[src/rtl/sprite_pkg.sv]
// Shared types and constants for the sprite compositor: pixel format,
// sprite descriptor layout and a multi-hot helper for collision detection.
package sprite_pkg;

   localparam logic [11:0] KEY_DEFAULT = 12'h428;
   localparam int PIX_W       = 12;
   localparam int XW_DEF      = 10;
   localparam int YW_DEF      = 9;
   localparam int AW_DEF      = 14;
   localparam int NUM_SPR_DEF = 8;

   typedef logic [PIX_W-1:0] pixel_t;

   typedef struct packed {
      logic              en;
      logic [XW_DEF-1:0] x;
      logic [YW_DEF-1:0] y;
      logic [XW_DEF-1:0] w;
      logic [YW_DEF-1:0] h;
   } spr_desc_t;

   // True when two or more bits are set.
   function automatic logic multi_hot(input logic [31:0] v);
      return (v & (v - 32'd1)) != 32'd0;
   endfunction

endpackage

[src/rtl/sprite_hit_addr.sv]
// One sprite channel: frame-start shadow descriptor, hit test against the
// incoming coordinate and registered ROM address (stage 1).
module sprite_hit_addr
   import sprite_pkg::*;
#(
   parameter int XW = 10,
   parameter int YW = 9,
   parameter int AW = 14
) (
   input  logic          clk,
   input  logic          rst,
   input  logic          frame_start,
   input  logic          pix_req,
   input  logic [XW-1:0] col,
   input  logic [YW-1:0] row,
   input  logic          en,
   input  logic [XW-1:0] x,
   input  logic [YW-1:0] y,
   input  logic [XW-1:0] w,
   input  logic [YW-1:0] h,
   output logic [AW-1:0] addr,
   output logic          hit
);

   localparam int PW = (AW > XW + YW) ? AW : XW + YW;

   logic          en_reg;
   logic [XW-1:0] x_reg;
   logic [XW-1:0] w_reg;
   logic [YW-1:0] y_reg;
   logic [YW-1:0] h_reg;

   logic [XW:0]   x_end;
   logic [YW:0]   y_end;
   logic [XW-1:0] dx;
   logic [YW-1:0] dy;
   logic [PW-1:0] lin;
   logic          hit_next;

   always_ff @(posedge clk) begin
      if (rst) begin
         en_reg <= 1'b0;
         x_reg  <= '0;
         y_reg  <= '0;
         w_reg  <= '0;
         h_reg  <= '0;
      end else if (frame_start) begin
         en_reg <= en;
         x_reg  <= x;
         y_reg  <= y;
         w_reg  <= w;
         h_reg  <= h;
      end
   end

   // End bounds carry one extra bit so a sprite hanging off the right or
   // bottom edge cannot wrap around and hit near coordinate 0.
   always_comb begin
      x_end    = {1'b0, x_reg} + {1'b0, w_reg};
      y_end    = {1'b0, y_reg} + {1'b0, h_reg};
      hit_next = pix_req && en_reg
                 && (col >= x_reg) && ({1'b0, col} < x_end)
                 && (row >= y_reg) && ({1'b0, row} < y_end);
      dx       = col - x_reg;
      dy       = row - y_reg;
      lin      = PW'(dy) * PW'(w_reg) + PW'(dx);
   end

   always_ff @(posedge clk) begin
      if (rst) begin
         addr <= '0;
         hit  <= 1'b0;
      end else begin
         hit  <= hit_next;
         addr <= hit_next ? AW'(lin) : '0;
      end
   end

endmodule

[src/rtl/sprite_compositor.sv]
// Pipelined sprite compositor: per-channel hit/address engines, colour-key
// transparency, index priority, overlay select and collision accumulation.
module sprite_compositor
   import sprite_pkg::*;
#(
   parameter int          NUM_SPR = 8,
   parameter int          XW      = 10,
   parameter int          YW      = 9,
   parameter int          AW      = 14,
   parameter logic [11:0] KEY     = KEY_DEFAULT
) (
   input  logic                     clk,
   input  logic                     rst,
   input  logic                     frame_start,
   input  logic                     pix_req,
   input  logic [XW-1:0]            col_in,
   input  logic [YW-1:0]            row_in,
   input  logic [NUM_SPR-1:0]       spr_en,
   input  logic [NUM_SPR*XW-1:0]    spr_x,
   input  logic [NUM_SPR*YW-1:0]    spr_y,
   input  logic [NUM_SPR*XW-1:0]    spr_w,
   input  logic [NUM_SPR*YW-1:0]    spr_h,
   output logic [NUM_SPR*AW-1:0]    spr_addr,
   input  logic [NUM_SPR*12-1:0]    spr_data,
   input  logic [11:0]              bg_data,
   input  logic                     ovl_en,
   input  logic [11:0]              ovl_data,
   output logic [11:0]              pix_out,
   output logic                     pix_valid,
   output logic [$clog2(NUM_SPR):0] top_id,
   output logic [NUM_SPR-1:0]       coll_flags
);

   localparam int IDW = $clog2(NUM_SPR) + 1;

   logic [NUM_SPR-1:0] hit1;
   logic [NUM_SPR-1:0] hit2;
   logic [NUM_SPR-1:0] opaque;
   logic [NUM_SPR-1:0] coll_event;
   logic [NUM_SPR-1:0] acc_reg;
   logic               valid1;
   logic               valid2;
   logic               ovl1;
   logic               ovl2;
   pixel_t             win_pix;
   logic [IDW-1:0]     win_id;

   genvar gi;
   generate
      for (gi = 0; gi < NUM_SPR; gi++) begin : g_chan
         sprite_hit_addr #(
            .XW (XW),
            .YW (YW),
            .AW (AW)
         ) u_hit (
            .clk         (clk),
            .rst         (rst),
            .frame_start (frame_start),
            .pix_req     (pix_req),
            .col         (col_in),
            .row         (row_in),
            .en          (spr_en[gi]),
            .x           (spr_x[gi*XW +: XW]),
            .y           (spr_y[gi*YW +: YW]),
            .w           (spr_w[gi*XW +: XW]),
            .h           (spr_h[gi*YW +: YW]),
            .addr        (spr_addr[gi*AW +: AW]),
            .hit         (hit1[gi])
         );

         assign opaque[gi] = hit2[gi] && (spr_data[gi*12 +: 12] != KEY);
      end
   endgenerate

   always_ff @(posedge clk) begin
      if (rst) begin
         valid1 <= 1'b0;
         ovl1   <= 1'b0;
         valid2 <= 1'b0;
         ovl2   <= 1'b0;
         hit2   <= '0;
      end else begin
         valid1 <= pix_req;
         ovl1   <= ovl_en;
         valid2 <= valid1;
         ovl2   <= ovl1;
         hit2   <= hit1;
      end
   end

   // Later channels overwrite earlier ones, so the highest opaque index wins;
   // the overlay suppresses every sprite.
   always_comb begin
      win_pix = ovl2 ? ovl_data : bg_data;
      win_id  = '0;
      for (int i = 0; i < NUM_SPR; i++) begin
         if (opaque[i] && !ovl2) begin
            win_pix = spr_data[i*12 +: 12];
            win_id  = IDW'(i + 1);
         end
      end
      coll_event = multi_hot(32'(opaque)) ? opaque : '0;
   end

   always_ff @(posedge clk) begin
      if (rst) begin
         pix_out    <= '0;
         top_id     <= '0;
         pix_valid  <= 1'b0;
         acc_reg    <= '0;
         coll_flags <= '0;
      end else begin
         pix_valid <= valid2;
         if (valid2) begin
            pix_out <= win_pix;
            top_id  <= win_id;
         end
         if (frame_start) begin
            coll_flags <= acc_reg | coll_event;
            acc_reg    <= '0;
         end else begin
            acc_reg    <= acc_reg | coll_event;
         end
      end
   end

endmodule

[config.mk]
export PLATFORM = sky130hd
export DESIGN_NAME = sprite_compositor
export DESIGN_NICKNAME = d
export VERILOG_FILES = /design/src/rtl/sprite_pkg.sv /design/src/rtl/sprite_hit_addr.sv /design/src/rtl/sprite_compositor.sv
export SDC_FILE = /design/constraint.sdc
export NUM_CORES = 2
export LEC_CHECK = 0
export CAP_MARGIN = 20
export CORE_MARGIN = 4
export CORE_UTILIZATION = 59
export DETAILED_ROUTE_END_ITERATION = 8
export PLACE_DENSITY = 0.83
export SYNTH_ARGS = -nofsm -noshare
export SYNTH_HDL_FRONTEND = slang
export SYNTH_SLANG_ARGS = --single-unit
[constraint.sdc]
create_clock -name clk -period 7.7 [get_ports clk]
set_input_delay 1.54 -clock clk [delete_from_list [all_inputs] [get_ports clk]]
set_output_delay 1.54 -clock clk [all_outputs]
set_load 0.005 [all_outputs]
# Word-level counts from Yosys, hierarchy flattened
# Index checks and enable logic that the tools add are counted.
# op_classes
n_addsub	41
multipliers	8
n_lt_le_gt_ge	32
n_eq_ne	8
muxes	18
bitwise	10
reduce_logical	67
# ops
op	n
$add 14x10->14	8
$mul 9x10->14	8
$mux 12	9
$ne 12x11->1 const B	8
$add 10x10->11	8
$lt 10x11->1	8
$add 9x9->10	8
$ge 10x10->1	8
$lt 9x10->1	8
$sub 10x10->10	8
$ge 9x9->1	8
$sub 9x9->9	8
$logic_and 1x1->1	56
$and 8x32->32	1
$reduce_bool 32->1	1
$mux 4	7
$reduce_or 2->1	9
$sub 8x1->9 const B	1
$mux 8	1
$not 1->1	8
$or 8x8->8	1
$logic_not 1->1	1
$mux 1	1
# totals
regBits	477
inputBits	456
out_inout_bits	137
word_cells	250

# Longest topological paths before layout
# logic_depth
word_depth	11
mapped_depth	27

# By module
# From an unflattened synthesis, not the netlist that was laid out.
# unflattened
cells_unflattened	6181
area_unflattened_um2	54647.4
# by_module_without_submodules
module	n_inst	cells_each	area_each_um2	seq_area_each_um2
sprite_hit_addr (g_chan[5].u_hit ...)	2	737	6556.3	1081.0
sprite_hit_addr (g_chan[1].u_hit ...)	2	722	6383.6	1081.0
sprite_hit_addr (g_chan[3].u_hit)	1	725	6481.2	1081.0
sprite_hit_addr (g_chan[7].u_hit)	1	706	6389.9	1081.0
sprite_hit_addr (g_chan[0].u_hit)	1	726	6378.6	1081.0
sprite_hit_addr (g_chan[4].u_hit)	1	700	6338.6	1081.0
sprite_compositor	1	406	3179.3	900.9

# Worst setup path before layout
# No wires, ideal clock.
# synth_timing
kind	input to register
start	input row_in[0]
end	register g_chan[7].u_hit.addr[13]
setup_ns	0.115
t_arrival_ns	7.003
slack_ns	0.582
path_stages	27
n_path_buf	0
cell_sequence	inv_1 ha_1 inv_1 fa_1 a21o_1 a22o_1 o21a_1 nor2_1 xnor2_1 and2_1 fa_1 inv_1 fa_1 inv_1 fa_1 inv_1 fa_1 inv_1 ha_1 xnor2_1 xnor2_1 xnor2_1 xnor2_1 xnor2_1 xnor3_1 xor2_1 and2_1
# synth_via
elab_chain_len	5
elab_cells_between_ends	9
# synth_rtl
item	line_no	rtl
from (decl)	sprite_compositor.sv:17	input logic [YW-1:0] row_in,
branches (longest 5 deep; another with $mul 9x10->14)	--	
to (signal assigned)	sprite_hit_addr.sv:75	addr <= hit_next ? AW'(lin) : '0;
to (decl)	sprite_hit_addr.sv:21	output logic [AW-1:0] addr,
# Several ways; the timed one is not identified.
# A chain may end at the register's enable or synchronous reset.

# Final worst setup path
# layout_timing
start	input row_in[0]
end	register g_chan[2].u_hit.addr[13]
# layout_via
elab_chain_len	5
elab_cells_between_ends	9
# layout_rtl
item	line_no
branches (longest 5 deep; another with $mul 9x10->14)	--
to (signal assigned)	sprite_hit_addr.sv:75
to (decl)	sprite_hit_addr.sv:21
# Several ways; the timed one is not identified.

==> impl_metrics.yaml <==
route:
  wl_per_cell_um: 21.1
  drc: 0
  postRouteAntennaNets: 0
  drtPass1Iterations: 6
  drt_iter0_markers: 3098
  detail_route.wirelength_um: 166000
  vias_per_cell: 5.85
  num_vias: 46100
sta:
  grt_setup_unrepaired: "false"
  setup_viol_count_final: 0
  setup_slack_ns: 0.303
  timing_worst_slew_pin_value_ns: 1.15
  layout_worst_path_cycle_share_pct: 96.1
  final.setup.tns_ns: 0
  maxClockFrequency_mhz: 135
  worst_clock_skew_ns: 0.0242
  finalHoldViolCount: 0
  maxSlewViolCount: 0
  maxSlewHeadroom_pct: 23.6
  min_period_ns: 7.40
worst_setup_path:
  timing.critical_path.required_ns: 8.28
  reg2reg_from: "g_chan[0].u_hit.y_reg[1]$_SDFFE_PP0P_"
  timing_worst_setup_path_type: "input port to flip-flop"
  cp_data_arrival_time_ns: 7.97
  crit_path_start_kind: "input port"
  critPathMaxFanout: 8
  setup.worst_path.end_class: "flip-flop"
  timing.critical_path.from: "row_in[0]"
clocking:
  number_of_buffers_inserted_by_hold_repair_at_cts: 0
  clock_slew_at_reported_path_ffs_ns: 0.06
  cts_sinks: 477
  cts_inserted_buffers: 56
  root_buffer: "clkbuf_16"
  tritoncts_clock_tree: "yes"
  ctsLongestPathBuffers: 3
  cts.htree.levels: 2
  clkLatencyLatePin_ns: 0.66
  number_of_buffers_inserted_by_post_cts_setup_repair: 0
die:
  rows: 109
  floorplan.initialDensity_pct: 59.8
  core_region_area_sq_mm: 0.0888
  die-area_sq_mm: 0.0948
  num_io_pins: 593
  fp.dieH_um: 308
  die_width_um: 308
pwr:
  sequentialPowerShare_pct: 21.9
  net_switching_fraction_of_the_power_pct: 40.3
  power_frac_comb_pct: 55.4
  power.clock.fraction_pct: 22.7
  power.switching_mw: 5.09
  design_power_total_mw: 12.6
  cellInternalPower_mw: 7.54
  cellPowerDensity_mw_per_mm2: 200
  worst_ir_drop_vdd_v: 0.000198
  cellLeakagePower_nw: 29.9
global_routing:
  grt_util_all_layers_pct: 34.6
  maximum_number_of_pins_on_one_net_before_global_route_repair: 192
  remaining_overflow_grt: 0
  grt_pass1_wl_um: 259000
  initial_antenna_violation_count: 23
  grt_pass1_vias: 47500
synth:
  syn_area_sq_mm: 0.0531
  ys_types: 85
  ys_seq_elements: 477
  synthesized_nets: 7623
  postSynthCellCount: 5991
  post-synth-top-count-cell: "inv_1"
  synth_top_area_share_pct: 18.0
  synthesis.area_per_instance_sq_um: 8.86
  synth_top_cell_by_area: "dfxtp_1"
  postSynth.asyncResetShare_pct: 0
  top_cells_by_area_synth: "dfxtp_1 (18%), fa_1 (18%), ha_1 (17%)"
  synth-edff-count: 0
  netlist_top_cells_count: "inv_1 (719), ha_1 (704), nor2_1 (573), dfxtp_1 (477), fa_1 (472)"
  synth_ff_type: "dfxtp_1"
  yosys_warnings: 0
  synth_seq_area_share_pct: 18.0
finish:
  post_route_cells_drive_above_1_share_pct: 4.39
  area_delta_synth_final_pct: 18.8
  largest_reg_flops: 112
  layout.nets: 8279
min_path:
  min_path_type: "flip-flop to flip-flop"
  min-delay-start: "g_chan[4].u_hit.hit$_SDFF_PP0_"
placement:
  io_buf_count: 592
  globalplace.congestion: 0.964
  hpwlAfterDp_um: 133000
  dpl_worst_slack_ns: -0.265
outcome:
  status: "finished, final reports clean"
run:
  number_of_maximum_capacitance_constraint_violations: 0
per-stage QoR:
step | instances | area [sq um] | util, % | hold WS [ns]
detailed placement | 7753 | 61000 | 68.7 | 0.421
global route | 7860 | 63000 | 71.0 | 0.457
finish | 7875 | 63000 | 71.0 | 0.435
CTS | 7854 | 63000 | 70.9 | 0.435
floorplan | 5991 | 53100 | - | 0.414
global placement | 7753 | 61000 | 68.7 | 0.423
power by group through the flow:
stage,registers (mW),clock network (mW),logic (mW)
after floorplan,2.71,0,4.92
after CTS,2.76,2.91,6.95
after detailed placement,2.81,0,6.85
after global routing,2.77,2.99,7.83
after global placement,2.81,0,6.59
final,2.76,2.87,7.00
placed cells by master (no fill, tap or decap), types with 48 or more instances in the layout:
| cell type | n |
|---|---|
| nand2_1 | 306 |
| o21ai_0 | 178 |
| buf_4 | 137 |
| a21o_1 | 94 |
| nor2b_1 | 100 |
| clkbuf_16 | 57 |
| nor2_1 | 573 |
| nand3_1 | 75 |
| inv_1 | 719 |
| o21bai_1 | 55 |
| nand2b_1 | 177 |
| xnor2_1 | 218 |
| a21oi_1 | 283 |
| nor3_1 | 85 |
| fa_1 | 472 |
| o21a_1 | 48 |
| ha_1 | 704 |
| mux2i_1 | 341 |
| clkdlybuf4s50_1 | 573 |
| and2_1 | 361 |
| xor2_1 | 100 |
| dfxtp_1 | 477 |
cells by family (layout without fill, tap and decap cells):
logic type	count (synthesis)	after routing	share of synthesized area (%)
DFF	477	477	18.0
buffers and inverters	857	1556	6.06
AOI/OAI and AO/OA	951	951	11.8
xor gates and xnor gates	327	327	5.60
adders and majority gates	1176	1176	34.4
other	0	20	0
muxes	341	341	6.43
and+or+nand+nor	1862	1862	17.7
worst max-delay path, cell delays in order:
cell,delay (ns)
clkdlybuf4s50_1,0.51
inv_1,0.09
buf_12,0.15
buf_4,0.17
ha_1,0.23
fa_1,0.41
nor2b_1,0.17
o21a_1,0.13
nor2_1,0.06
xnor2_1,0.57
and2_1,0.25
fa_1,0.46
fa_1,0.57
fa_1,0.43
fa_1,0.54
fa_1,0.43
ha_1,0.37
nand3_1,0.11
nand2_1,0.05
a41oi_1,0.24
a211oi_1,0.14
nand3b_1,0.17
mux2i_1,0.17
final cells by class:
class	count	area, sq um
Multi-Input combinational cell	4657	40300
Fill cell	6732	25700
Sequential cell	477	9550
Timing Repair Buffer	736	7010
Inverter	719	2700
Clock buffer	72	1570
Tap cell	1165	1460
Clock inverter	29	378
Antenna cell	20	50.0
layer usage:
layer | vias to the layer above | track usage (%) | wire [um]
met2 | 1841 | 56.9 | 75600
li1 | 21500 | - | -
met5 | - | 0 | 112
met1 | 22200 | 42.2 | 64400
met3 | 506 | 7.42 | 14900
met4 | 16 | 20.1 | 10900
worst paths after layout:
path / end / slack, ns / cells past startpoint
hold / removal: hit2[4]$_SDFF_PP0_ / 0.43 / 1
hold reg to reg: hit2[4]$_SDFF_PP0_ / 0.43 / 1
setup / recovery: g_chan[2].u_hit.addr[13]$_SDFF_PP0_ / 0.30 / 23
setup reg to reg: g_chan[0].u_hit.addr[13]$_SDFF_PP0_ / 1.48 / 20
timing repair:
item,in CTS,in global routing
hold endpoints to repair,0,0
setup endpoints to repair,0,1
resized for setup,0,1
Power figures use the tool's default switching activity.
